<file path="src/rtl/wb_ic_pkg.sv">
// Shared definitions for the guarded Wishbone interconnect.
//   state_e       : FSM encoding (IDLE / ACTIVE / ERR)
//   ERR_UNMAPPED  : err_status bit for accesses that hit no slave
//   ERR_TIMEOUT   : err_status bit for slaves aborted by the watchdog
//   DEFAULT_MASK  : default per-slave address mask (64 KiB windows)
//   width_min1()  : $clog2 that never returns 0, for index/counter widths
package wb_ic_pkg;

  typedef enum logic [1:0] {
    IDLE   = 2'd0,
    ACTIVE = 2'd1,
    ERR    = 2'd2
  } state_e;

  localparam int ERR_UNMAPPED = 0;
  localparam int ERR_TIMEOUT  = 1;

  localparam logic [31:0] DEFAULT_MASK = 32'hffff_0000;

  function automatic int width_min1(input int n);
    return (n <= 2) ? 1 : $clog2(n);
  endfunction

endpackage

</file>
<file path="src/rtl/wb_mux_n_guarded_if.sv">
// Master-side Wishbone classic bus between the CPU and the interconnect.
//   adr/dat_w/sel/we/cyc/stb : request from the master
//   dat_r/ack/err            : response from the interconnect
// modport master : the CPU (or bench) side
// modport slave  : the interconnect side
interface wb_mux_n_guarded_if #(
  parameter int ADDR_WIDTH = 32,
  parameter int DATA_WIDTH = 32,
  parameter int SEL_WIDTH  = DATA_WIDTH / 8
) ();

  logic [ADDR_WIDTH-1:0] adr;
  logic [DATA_WIDTH-1:0] dat_w;
  logic [DATA_WIDTH-1:0] dat_r;
  logic [SEL_WIDTH-1:0]  sel;
  logic                  we;
  logic                  cyc;
  logic                  stb;
  logic                  ack;
  logic                  err;

  modport master (
    output adr, dat_w, sel, we, cyc, stb,
    input  dat_r, ack, err
  );

  modport slave (
    input  adr, dat_w, sel, we, cyc, stb,
    output dat_r, ack, err
  );

endinterface

</file>
<file path="src/rtl/wb_addr_decode.sv">
// Combinational address decoder with priority resolution.
//   adr_i  : address to decode
//   base_i : packed slave base addresses, slave i at [i*ADDR_WIDTH +: ADDR_WIDTH]
//   mask_i : packed slave masks, same packing
//   hit_o  : at least one slave matches
//   idx_o  : index of the lowest-numbered matching slave (0 when no hit)
module wb_addr_decode
  import wb_ic_pkg::*;
#(
  parameter int NUM_SLAVES = 4,
  parameter int ADDR_WIDTH = 32,
  parameter int IDX_W      = width_min1(NUM_SLAVES)
) (
  input  logic [ADDR_WIDTH-1:0]            adr_i,
  input  logic [NUM_SLAVES*ADDR_WIDTH-1:0] base_i,
  input  logic [NUM_SLAVES*ADDR_WIDTH-1:0] mask_i,
  output logic                             hit_o,
  output logic [IDX_W-1:0]                 idx_o
);

  logic [NUM_SLAVES-1:0] match;

  generate
    for (genvar gi = 0; gi < NUM_SLAVES; gi++) begin : g_match
      assign match[gi] = ((adr_i & mask_i[gi*ADDR_WIDTH +: ADDR_WIDTH]) ==
                          (base_i[gi*ADDR_WIDTH +: ADDR_WIDTH] &
                           mask_i[gi*ADDR_WIDTH +: ADDR_WIDTH]));
    end
  endgenerate

  assign hit_o = |match;

  // Scan high to low so the lowest matching index is the last one written.
  always_comb begin
    idx_o = '0;
    for (int i = NUM_SLAVES - 1; i >= 0; i--) begin
      if (match[i]) idx_o = IDX_W'(i);
    end
  end

endmodule

</file>
<file path="src/rtl/wb_mux_n_guarded.sv">
// N-slave Wishbone classic interconnect with registered decode, unmapped-address
// error response, per-transaction timeout watchdog and sticky error capture.
//   wb_clk_i / wb_rst_i     : clock, asynchronous active-high reset
//   wbm                     : master bus (slave modport of wb_mux_n_guarded_if)
//   wbs_adr/dat/sel/we_o    : request broadcast to every slave lane
//   wbs_cyc_o / wbs_stb_o   : one-hot cycle/strobe to the selected slave
//   wbs_dat/ack/err_i       : per-lane slave responses
//   err_status_o            : sticky flags [0] unmapped, [1] timeout
//   err_addr_o              : address of the most recent error
//   err_clr_i               : clears err_status_o (a same-cycle set wins)
module wb_mux_n_guarded
  import wb_ic_pkg::*;
#(
  parameter int NUM_SLAVES     = 4,
  parameter int ADDR_WIDTH     = 32,
  parameter int DATA_WIDTH     = 32,
  parameter int SEL_WIDTH      = DATA_WIDTH / 8,
  parameter logic [NUM_SLAVES*ADDR_WIDTH-1:0] SLAVE_ADDR = {NUM_SLAVES{32'h0}},
  parameter logic [NUM_SLAVES*ADDR_WIDTH-1:0] SLAVE_MASK = {NUM_SLAVES{DEFAULT_MASK}},
  parameter int TIMEOUT_CYCLES = 255
) (
  input  logic                             wb_clk_i,
  input  logic                             wb_rst_i,
  wb_mux_n_guarded_if.slave                wbm,
  output logic [NUM_SLAVES*ADDR_WIDTH-1:0] wbs_adr_o,
  output logic [NUM_SLAVES*DATA_WIDTH-1:0] wbs_dat_o,
  output logic [NUM_SLAVES*SEL_WIDTH-1:0]  wbs_sel_o,
  output logic [NUM_SLAVES-1:0]            wbs_we_o,
  output logic [NUM_SLAVES-1:0]            wbs_cyc_o,
  output logic [NUM_SLAVES-1:0]            wbs_stb_o,
  input  logic [NUM_SLAVES*DATA_WIDTH-1:0] wbs_dat_i,
  input  logic [NUM_SLAVES-1:0]            wbs_ack_i,
  input  logic [NUM_SLAVES-1:0]            wbs_err_i,
  output logic [1:0]                       err_status_o,
  output logic [ADDR_WIDTH-1:0]            err_addr_o,
  input  logic                             err_clr_i
);

  localparam int IDX_W = width_min1(NUM_SLAVES);
  localparam int CNT_W = width_min1(TIMEOUT_CYCLES + 1);

  state_e                  state_q, state_d;
  logic [IDX_W-1:0]        idx_q, idx_d;
  logic [CNT_W-1:0]        cnt_q, cnt_d;
  logic [1:0]              status_q, status_d;
  logic [ADDR_WIDTH-1:0]   err_addr_q, err_addr_d;

  logic                    dec_hit;
  logic [IDX_W-1:0]        dec_idx;
  logic [NUM_SLAVES-1:0]   lane_sel;     // one-hot decode of idx_q
  logic [NUM_SLAVES-1:0]   lane_en;      // lanes allowed to see cyc/stb this cycle
  logic [DATA_WIDTH-1:0]   sel_dat;
  logic                    sel_ack;
  logic                    sel_err;
  logic                    timeout_fire;
  logic                    ack_o, err_o;
  logic [DATA_WIDTH-1:0]   dat_o;

  wb_addr_decode #(
    .NUM_SLAVES (NUM_SLAVES),
    .ADDR_WIDTH (ADDR_WIDTH),
    .IDX_W      (IDX_W)
  ) u_decode (
    .adr_i  (wbm.adr),
    .base_i (SLAVE_ADDR),
    .mask_i (SLAVE_MASK),
    .hit_o  (dec_hit),
    .idx_o  (dec_idx)
  );

  // Request fan-out and one-hot lane select.
  generate
    for (genvar gi = 0; gi < NUM_SLAVES; gi++) begin : g_lane
      assign wbs_adr_o[gi*ADDR_WIDTH +: ADDR_WIDTH] = wbm.adr;
      assign wbs_dat_o[gi*DATA_WIDTH +: DATA_WIDTH] = wbm.dat_w;
      assign wbs_sel_o[gi*SEL_WIDTH +: SEL_WIDTH]   = wbm.sel;
      assign wbs_we_o[gi]                           = wbm.we;
      assign lane_sel[gi]                           = (idx_q == IDX_W'(gi));
      assign wbs_cyc_o[gi]                          = lane_en[gi] & wbm.cyc;
      assign wbs_stb_o[gi]                          = lane_en[gi] & wbm.stb;
    end
  endgenerate

  // Response mux from the latched slave (AND-OR so no out-of-range index).
  always_comb begin
    sel_dat = '0;
    sel_ack = 1'b0;
    sel_err = 1'b0;
    for (int i = 0; i < NUM_SLAVES; i++) begin
      if (lane_sel[i]) begin
        sel_dat = sel_dat | wbs_dat_i[i*DATA_WIDTH +: DATA_WIDTH];
        sel_ack = sel_ack | wbs_ack_i[i];
        sel_err = sel_err | wbs_err_i[i];
      end
    end
  end

  // The counter holds the number of completed ACTIVE cycles without a
  // response, so the watchdog fires on the first cycle after TIMEOUT_CYCLES
  // full strobed cycles.
  assign timeout_fire = (TIMEOUT_CYCLES != 0) &&
                        (cnt_q == CNT_W'(TIMEOUT_CYCLES));

  always_comb begin
    state_d    = state_q;
    idx_d      = idx_q;
    cnt_d      = cnt_q;
    status_d   = err_clr_i ? 2'b00 : status_q;
    err_addr_d = err_addr_q;
    lane_en    = '0;
    ack_o      = 1'b0;
    err_o      = 1'b0;
    dat_o      = '0;

    case (state_q)
      IDLE: begin
        if (wbm.cyc && wbm.stb) begin
          if (dec_hit) begin
            idx_d   = dec_idx;
            cnt_d   = '0;
            state_d = ACTIVE;
          end else begin
            err_addr_d             = wbm.adr;
            status_d[ERR_UNMAPPED] = 1'b1;
            state_d                = ERR;
          end
        end
      end

      ACTIVE: begin
        ack_o   = sel_ack;
        err_o   = sel_err;
        dat_o   = sel_dat;
        lane_en = timeout_fire ? '0 : lane_sel;
        if (!wbm.cyc) begin
          state_d = IDLE;
        end else if (sel_ack || sel_err) begin
          // A response on the watchdog cycle still completes normally.
          state_d = IDLE;
        end else if (timeout_fire) begin
          err_addr_d            = wbm.adr;
          status_d[ERR_TIMEOUT] = 1'b1;
          state_d               = ERR;
        end else if (TIMEOUT_CYCLES != 0) begin
          cnt_d = cnt_q + 1'b1;
        end
      end

      ERR: begin
        err_o   = 1'b1;
        state_d = IDLE;
      end

      default: state_d = IDLE;
    endcase
  end

  always_ff @(posedge wb_clk_i or posedge wb_rst_i) begin
    if (wb_rst_i) begin
      state_q    <= IDLE;
      idx_q      <= '0;
      cnt_q      <= '0;
      status_q   <= 2'b00;
      err_addr_q <= '0;
    end else begin
      state_q    <= state_d;
      idx_q      <= idx_d;
      cnt_q      <= cnt_d;
      status_q   <= status_d;
      err_addr_q <= err_addr_d;
    end
  end

  assign wbm.ack      = ack_o;
  assign wbm.err      = err_o;
  assign wbm.dat_r    = dat_o;
  assign err_status_o = status_q;
  assign err_addr_o   = err_addr_q;

endmodule
</file>
<file path="src/flat_wrapper.sv">
// flat-port wrapper written by rule: the top's interface ports become plain ports
module wb_mux_n_guarded_flat import wb_ic_pkg::*;
#(
  parameter int NUM_SLAVES     = 4,
  parameter int ADDR_WIDTH     = 32,
  parameter int DATA_WIDTH     = 32,
  parameter int SEL_WIDTH      = DATA_WIDTH / 8,
  parameter logic [NUM_SLAVES*ADDR_WIDTH-1:0] SLAVE_ADDR = {NUM_SLAVES{32'h0}},
  parameter logic [NUM_SLAVES*ADDR_WIDTH-1:0] SLAVE_MASK = {NUM_SLAVES{DEFAULT_MASK}},
  parameter int TIMEOUT_CYCLES = 255
)
  (wb_clk_i, wb_rst_i, wbs_adr_o, wbs_dat_o, wbs_sel_o, wbs_we_o, wbs_cyc_o, wbs_stb_o, wbs_dat_i, wbs_ack_i, wbs_err_i, err_status_o, err_addr_o, err_clr_i, wbm_adr, wbm_dat_w, wbm_sel, wbm_we, wbm_cyc, wbm_stb, wbm_dat_r, wbm_ack, wbm_err);
  wb_mux_n_guarded_if #(.ADDR_WIDTH(ADDR_WIDTH), .DATA_WIDTH(DATA_WIDTH), .SEL_WIDTH(SEL_WIDTH)) wbm_i ();
  input  logic wb_clk_i;
  input  logic wb_rst_i;
  output logic [NUM_SLAVES*ADDR_WIDTH-1:0] wbs_adr_o;
  output logic [NUM_SLAVES*DATA_WIDTH-1:0] wbs_dat_o;
  output logic [NUM_SLAVES*SEL_WIDTH-1:0] wbs_sel_o;
  output logic [NUM_SLAVES-1:0] wbs_we_o;
  output logic [NUM_SLAVES-1:0] wbs_cyc_o;
  output logic [NUM_SLAVES-1:0] wbs_stb_o;
  input  logic [NUM_SLAVES*DATA_WIDTH-1:0] wbs_dat_i;
  input  logic [NUM_SLAVES-1:0] wbs_ack_i;
  input  logic [NUM_SLAVES-1:0] wbs_err_i;
  output logic [1:0] err_status_o;
  output logic [ADDR_WIDTH-1:0] err_addr_o;
  input  logic err_clr_i;
  input wire logic [$bits(wbm_i.adr)-1:0] wbm_adr;
  input wire logic [$bits(wbm_i.dat_w)-1:0] wbm_dat_w;
  input wire logic [$bits(wbm_i.sel)-1:0] wbm_sel;
  input wire logic [$bits(wbm_i.we)-1:0] wbm_we;
  input wire logic [$bits(wbm_i.cyc)-1:0] wbm_cyc;
  input wire logic [$bits(wbm_i.stb)-1:0] wbm_stb;
  output wire logic [$bits(wbm_i.dat_r)-1:0] wbm_dat_r;
  output wire logic [$bits(wbm_i.ack)-1:0] wbm_ack;
  output wire logic [$bits(wbm_i.err)-1:0] wbm_err;
  assign wbm_i.adr = wbm_adr;
  assign wbm_i.dat_w = wbm_dat_w;
  assign wbm_i.sel = wbm_sel;
  assign wbm_i.we = wbm_we;
  assign wbm_i.cyc = wbm_cyc;
  assign wbm_i.stb = wbm_stb;
  assign wbm_dat_r = wbm_i.dat_r;
  assign wbm_ack = wbm_i.ack;
  assign wbm_err = wbm_i.err;
  wb_mux_n_guarded #(.NUM_SLAVES(NUM_SLAVES), .ADDR_WIDTH(ADDR_WIDTH), .DATA_WIDTH(DATA_WIDTH), .SEL_WIDTH(SEL_WIDTH), .SLAVE_ADDR(SLAVE_ADDR), .SLAVE_MASK(SLAVE_MASK), .TIMEOUT_CYCLES(TIMEOUT_CYCLES)) u_core (.wb_clk_i(wb_clk_i), .wb_rst_i(wb_rst_i), .wbm(wbm_i), .wbs_adr_o(wbs_adr_o), .wbs_dat_o(wbs_dat_o), .wbs_sel_o(wbs_sel_o), .wbs_we_o(wbs_we_o), .wbs_cyc_o(wbs_cyc_o), .wbs_stb_o(wbs_stb_o), .wbs_dat_i(wbs_dat_i), .wbs_ack_i(wbs_ack_i), .wbs_err_i(wbs_err_i), .err_status_o(err_status_o), .err_addr_o(err_addr_o), .err_clr_i(err_clr_i));
endmodule
</file>
<file path="config.mk">
export PLATFORM = sky130hd
export DESIGN_NAME = wb_mux_n_guarded_flat
export DESIGN_NICKNAME = d
export VERILOG_FILES = /design/src/rtl/wb_ic_pkg.sv /design/src/rtl/wb_mux_n_guarded_if.sv /design/src/rtl/wb_addr_decode.sv /design/src/rtl/wb_mux_n_guarded.sv /design/src/flat_wrapper.sv
export SDC_FILE = /design/constraint.sdc
export NUM_CORES = 1
export LEC_CHECK = 0
export CAP_MARGIN = 20
export CORE_AREA = 2 2 219 221
export DETAILED_ROUTE_END_ITERATION = 16
export DIE_AREA = 0 0 221 223
export HOLD_SLACK_MARGIN = 0.05
export SLEW_MARGIN = 5
export SYNTH_ARGS = -nofsm -noshare
export SYNTH_HDL_FRONTEND = slang
export SYNTH_SLANG_ARGS = --single-unit
</file>
<file path="constraint.sdc">
create_clock -name wb_clk_i -period 3.44 [get_ports wb_clk_i]
set_clock_uncertainty 0.15 [all_clocks]
set_input_delay 0.688 -clock wb_clk_i [delete_from_list [all_inputs] [get_ports wb_clk_i]]
set_output_delay 0.688 -clock wb_clk_i [all_outputs]
set_load 0.05 [all_outputs]
</file>
==> flow_summary_export.csv <==
group,metric,value,unit
run_status,status,"finished, final reports clean",
placement,port_buffers,268,
timing,final.period_utilization,0.886,
logic_synthesis,ys_seq_area_frac,0.250,
logic_synthesis,synth_ff_type,"dfrtp_1",
global_route,overflow,0,
clock_network,clkTransAtPathRegs,0.06,ns
critical_path,crit_family,"buffers and inverters",
layout,antennaDiodeCount,0,
clock_network,cts_hold_buf,0,
critical_path,worst-path-max-fanout,6,
critical_path,crit_buf_inv,2,
routing,dr.pass1.iters,4,
critical_path,required,2.60,ns
power_and_ir_drop,powerDensity,597,nW/µm²
timing,fin_tns_setup,0,ns
routing,final_antenna_net_count,0,
floorplanning,die_x,221,µm
logic_synthesis,ys_types,42,
global_route,grt_max_degree,48,
global_route,grt_pass1_wl,17800,µm
flow_run,max_cap_viol_count,0,
routing,via_per_inst,2.62,
global_route,grt_pass1_vias,2869,
clock_network,cts_sinks,44,
clock_network,insertion_delay,0.30,ns
layout,final_common_cell,"clkdlybuf4s50_1",
placement,place.gp.congestion,0.744,
clock_network,cts.path.max_buffers,2,
logic_synthesis,yosysWarningCount,0,
floorplanning,io_pins,562,
global_route,grt-busiest-layer,"met2",
floorplanning,initial_core_util,0.0936,
timing,rsz0062_at_grt,"no",
floorplanning,core_area,47100,µm²
logic_synthesis,synth_top_area_cell,"buf_4",
critical_path,cpMostUsedCell,"clkdlybuf4s50_1",
floorplanning,num_rows,80,
logic_synthesis,synth_top_area_frac,0.480,
logic_synthesis,post_synth.cell_area_avg,9.15,µm²
layout,area_growth,34.1,%
clock_network,h-tree-depth,2,
timing,slew_headroom,0.549,
logic_synthesis,yosys-top-cells-area,"buf_4 48%, dfrtp_1 25%, mux2_1 5.1%",
timing,setup_viol,0,
power_and_ir_drop,p_leak,2.27,nW
clock_network,tritoncts,"built",
global_route,grt_use_met1,0.0444,
global_route,track_usage,0.0474,
routing,drc,0,
placement,hpwlAfterDp,10100,µm
critical_path,crit_type,"in -> out",
clock_network,root_buffer,"clkbuf_16",
global_route,gr-usage-met3,0.0242,
layout,layout-drive-gt1-share,0.186,
layout,final_cell_mix,"223 x clkdlybuf4s50_1, 62 x buf_4, 44 x dfrtp_1, 33 x and2_1, 20 x mux2_1",
critical_path,path_cells,"clkdlybuf4s50_1, clkdlybuf4s50_1",
power_and_ir_drop,ir_drop,0.395,mV
clock_network,post_cts_buffers,0,
routing,drt_iter0_markers,101,
timing,timing.fmax,0.328,GHz
critical_path,crit_path_end_kind,"primary output",
timing,maxSlewViolCount,0,
logic_synthesis,synth_edf_count,0,
critical_path,crit_slowest_cell,"clkdlybuf4s50_1",
clock_network,cts_resized,0,
logic_synthesis,synth-async-reset-ratio,1.00,
critical_path,crit_path_max_incr_delay,0.87,ns
global_route,antenna_found_initial,1,
routing,wl,12200,µm
logic_synthesis,synth-seq-cells,44,
placement,dp.cells,1096,
layout,final_nets,702,
logic_synthesis,netlist_area,4410,µm²
routing,routedWlPerCell,11.0,µm
hold_path,hold_path_class,"reg -> reg",
clock_network,cts_made_buffers,5,
critical_path,cp-start-kind,"input pin",
critical_path,worstPathArrival,2.21,ns
timing,min_period,3.05,ns
floorplanning,die_h,223,µm
floorplanning,die_area,49300,µm²
logic_synthesis,syn_inst,482,
timing,worst_pin_slew,0.674,ns
layout,final_cells,1104,
routing,vias,2896,
global_route,use_met2,0.0840,
timing,hold_viol_final,0,
-- per-layer routing --
| metal | up-vias | share of wire |
|---|---|---|
| li1 | 1293 | - |
| met1 | 1296 | 0.34 |
| met2 | 260 | 0.49 |
| met3 | 47 | 0.13 |
| met4 | 0 | 0.039 |
| met5 | - | 0 |
-- stage by stage --
step | cell area [µm²] | power (mW) | setup slack [ns] | hold WS (ns) | util
floorplan | 4430 | 2.78 | 0.737 | 0.360 | -
global placement | 5750 | 3.00 | 0.189 | 0.318 | 0.122
detailed placement | 5750 | 3.02 | 0.143 | 0.324 | 0.122
CTS | 5920 | 3.60 | 0.375 | 0.338 | 0.126
global route | 5920 | 3.72 | 0.338 | 0.355 | 0.126
finish | 5920 | 3.53 | 0.390 | 0.333 | 0.126
-- cells in the mapped netlist (all sizes together), types with 2 or more instances --
master and count:
nand2 9, and2 33, ha 4, o22ai 2
nor2 4, nor3 2, inv 6, a21oi 6
and3 6, mux2 32, a221o 2, clkbuf 7
a31oi 4, nand2b 2, dfrtp 44, buf 285
o21ai 4, or4 4, nand4 3, nand3 5
-- where the power goes --
part / switching (mW) / internal (mW)
combinational: 1.40 / 0.760
sequential: 0.0953 / 0.722
clock: 0.213 / 0.342
-- area by class of cell --
type,count,area (µm²)
fill,5352,41200
timing repair buffer,286,2720
multi-input combinational,145,1140
sequential,44,1100
tap,615,769
clock buffer,6,129
clock inverter,2,35.0
inverter,6,22.5
-- sequential cells by signal (all words and copies together) (netlist names) --
name                 flops
u_core.cnt_q             8
u_core.err_addr_o       32
u_core.err_status_o      2
u_core.state_q           2
-- worst paths after layout --
kind	start	slack (ns)	to	cells after the start
setup / recovery	wbm_adr[16]	0.39	wbs_adr_o[112]	2
hold / removal	u_core.err_addr_o[12]	0.33	u_core.err_addr_o[12]	1
setup reg to reg	u_core.state_q[1]	0.91	u_core.err_addr_o[21]	6
hold reg to reg	u_core.err_addr_o[12]	0.33	u_core.err_addr_o[12]	1
max in group asynchronous	wb_rst_i	2.14	u_core.err_status_o[0]	3
min in group asynchronous	wb_rst_i	0.46	u_core.err_addr_o[27]	2
-- cells by family after synthesis --
group,count (synthesis),synth area share
and+or+nand+nor,72,0.102
DFF,44,0.250
muxes,33,0.0839
adders and majority gates,4,0.0113
buffers and inverters,298,0.499
other,1,0.000850
AOI/OAI and AO/OA,30,0.0542
(Power assumes the default switching activity.)
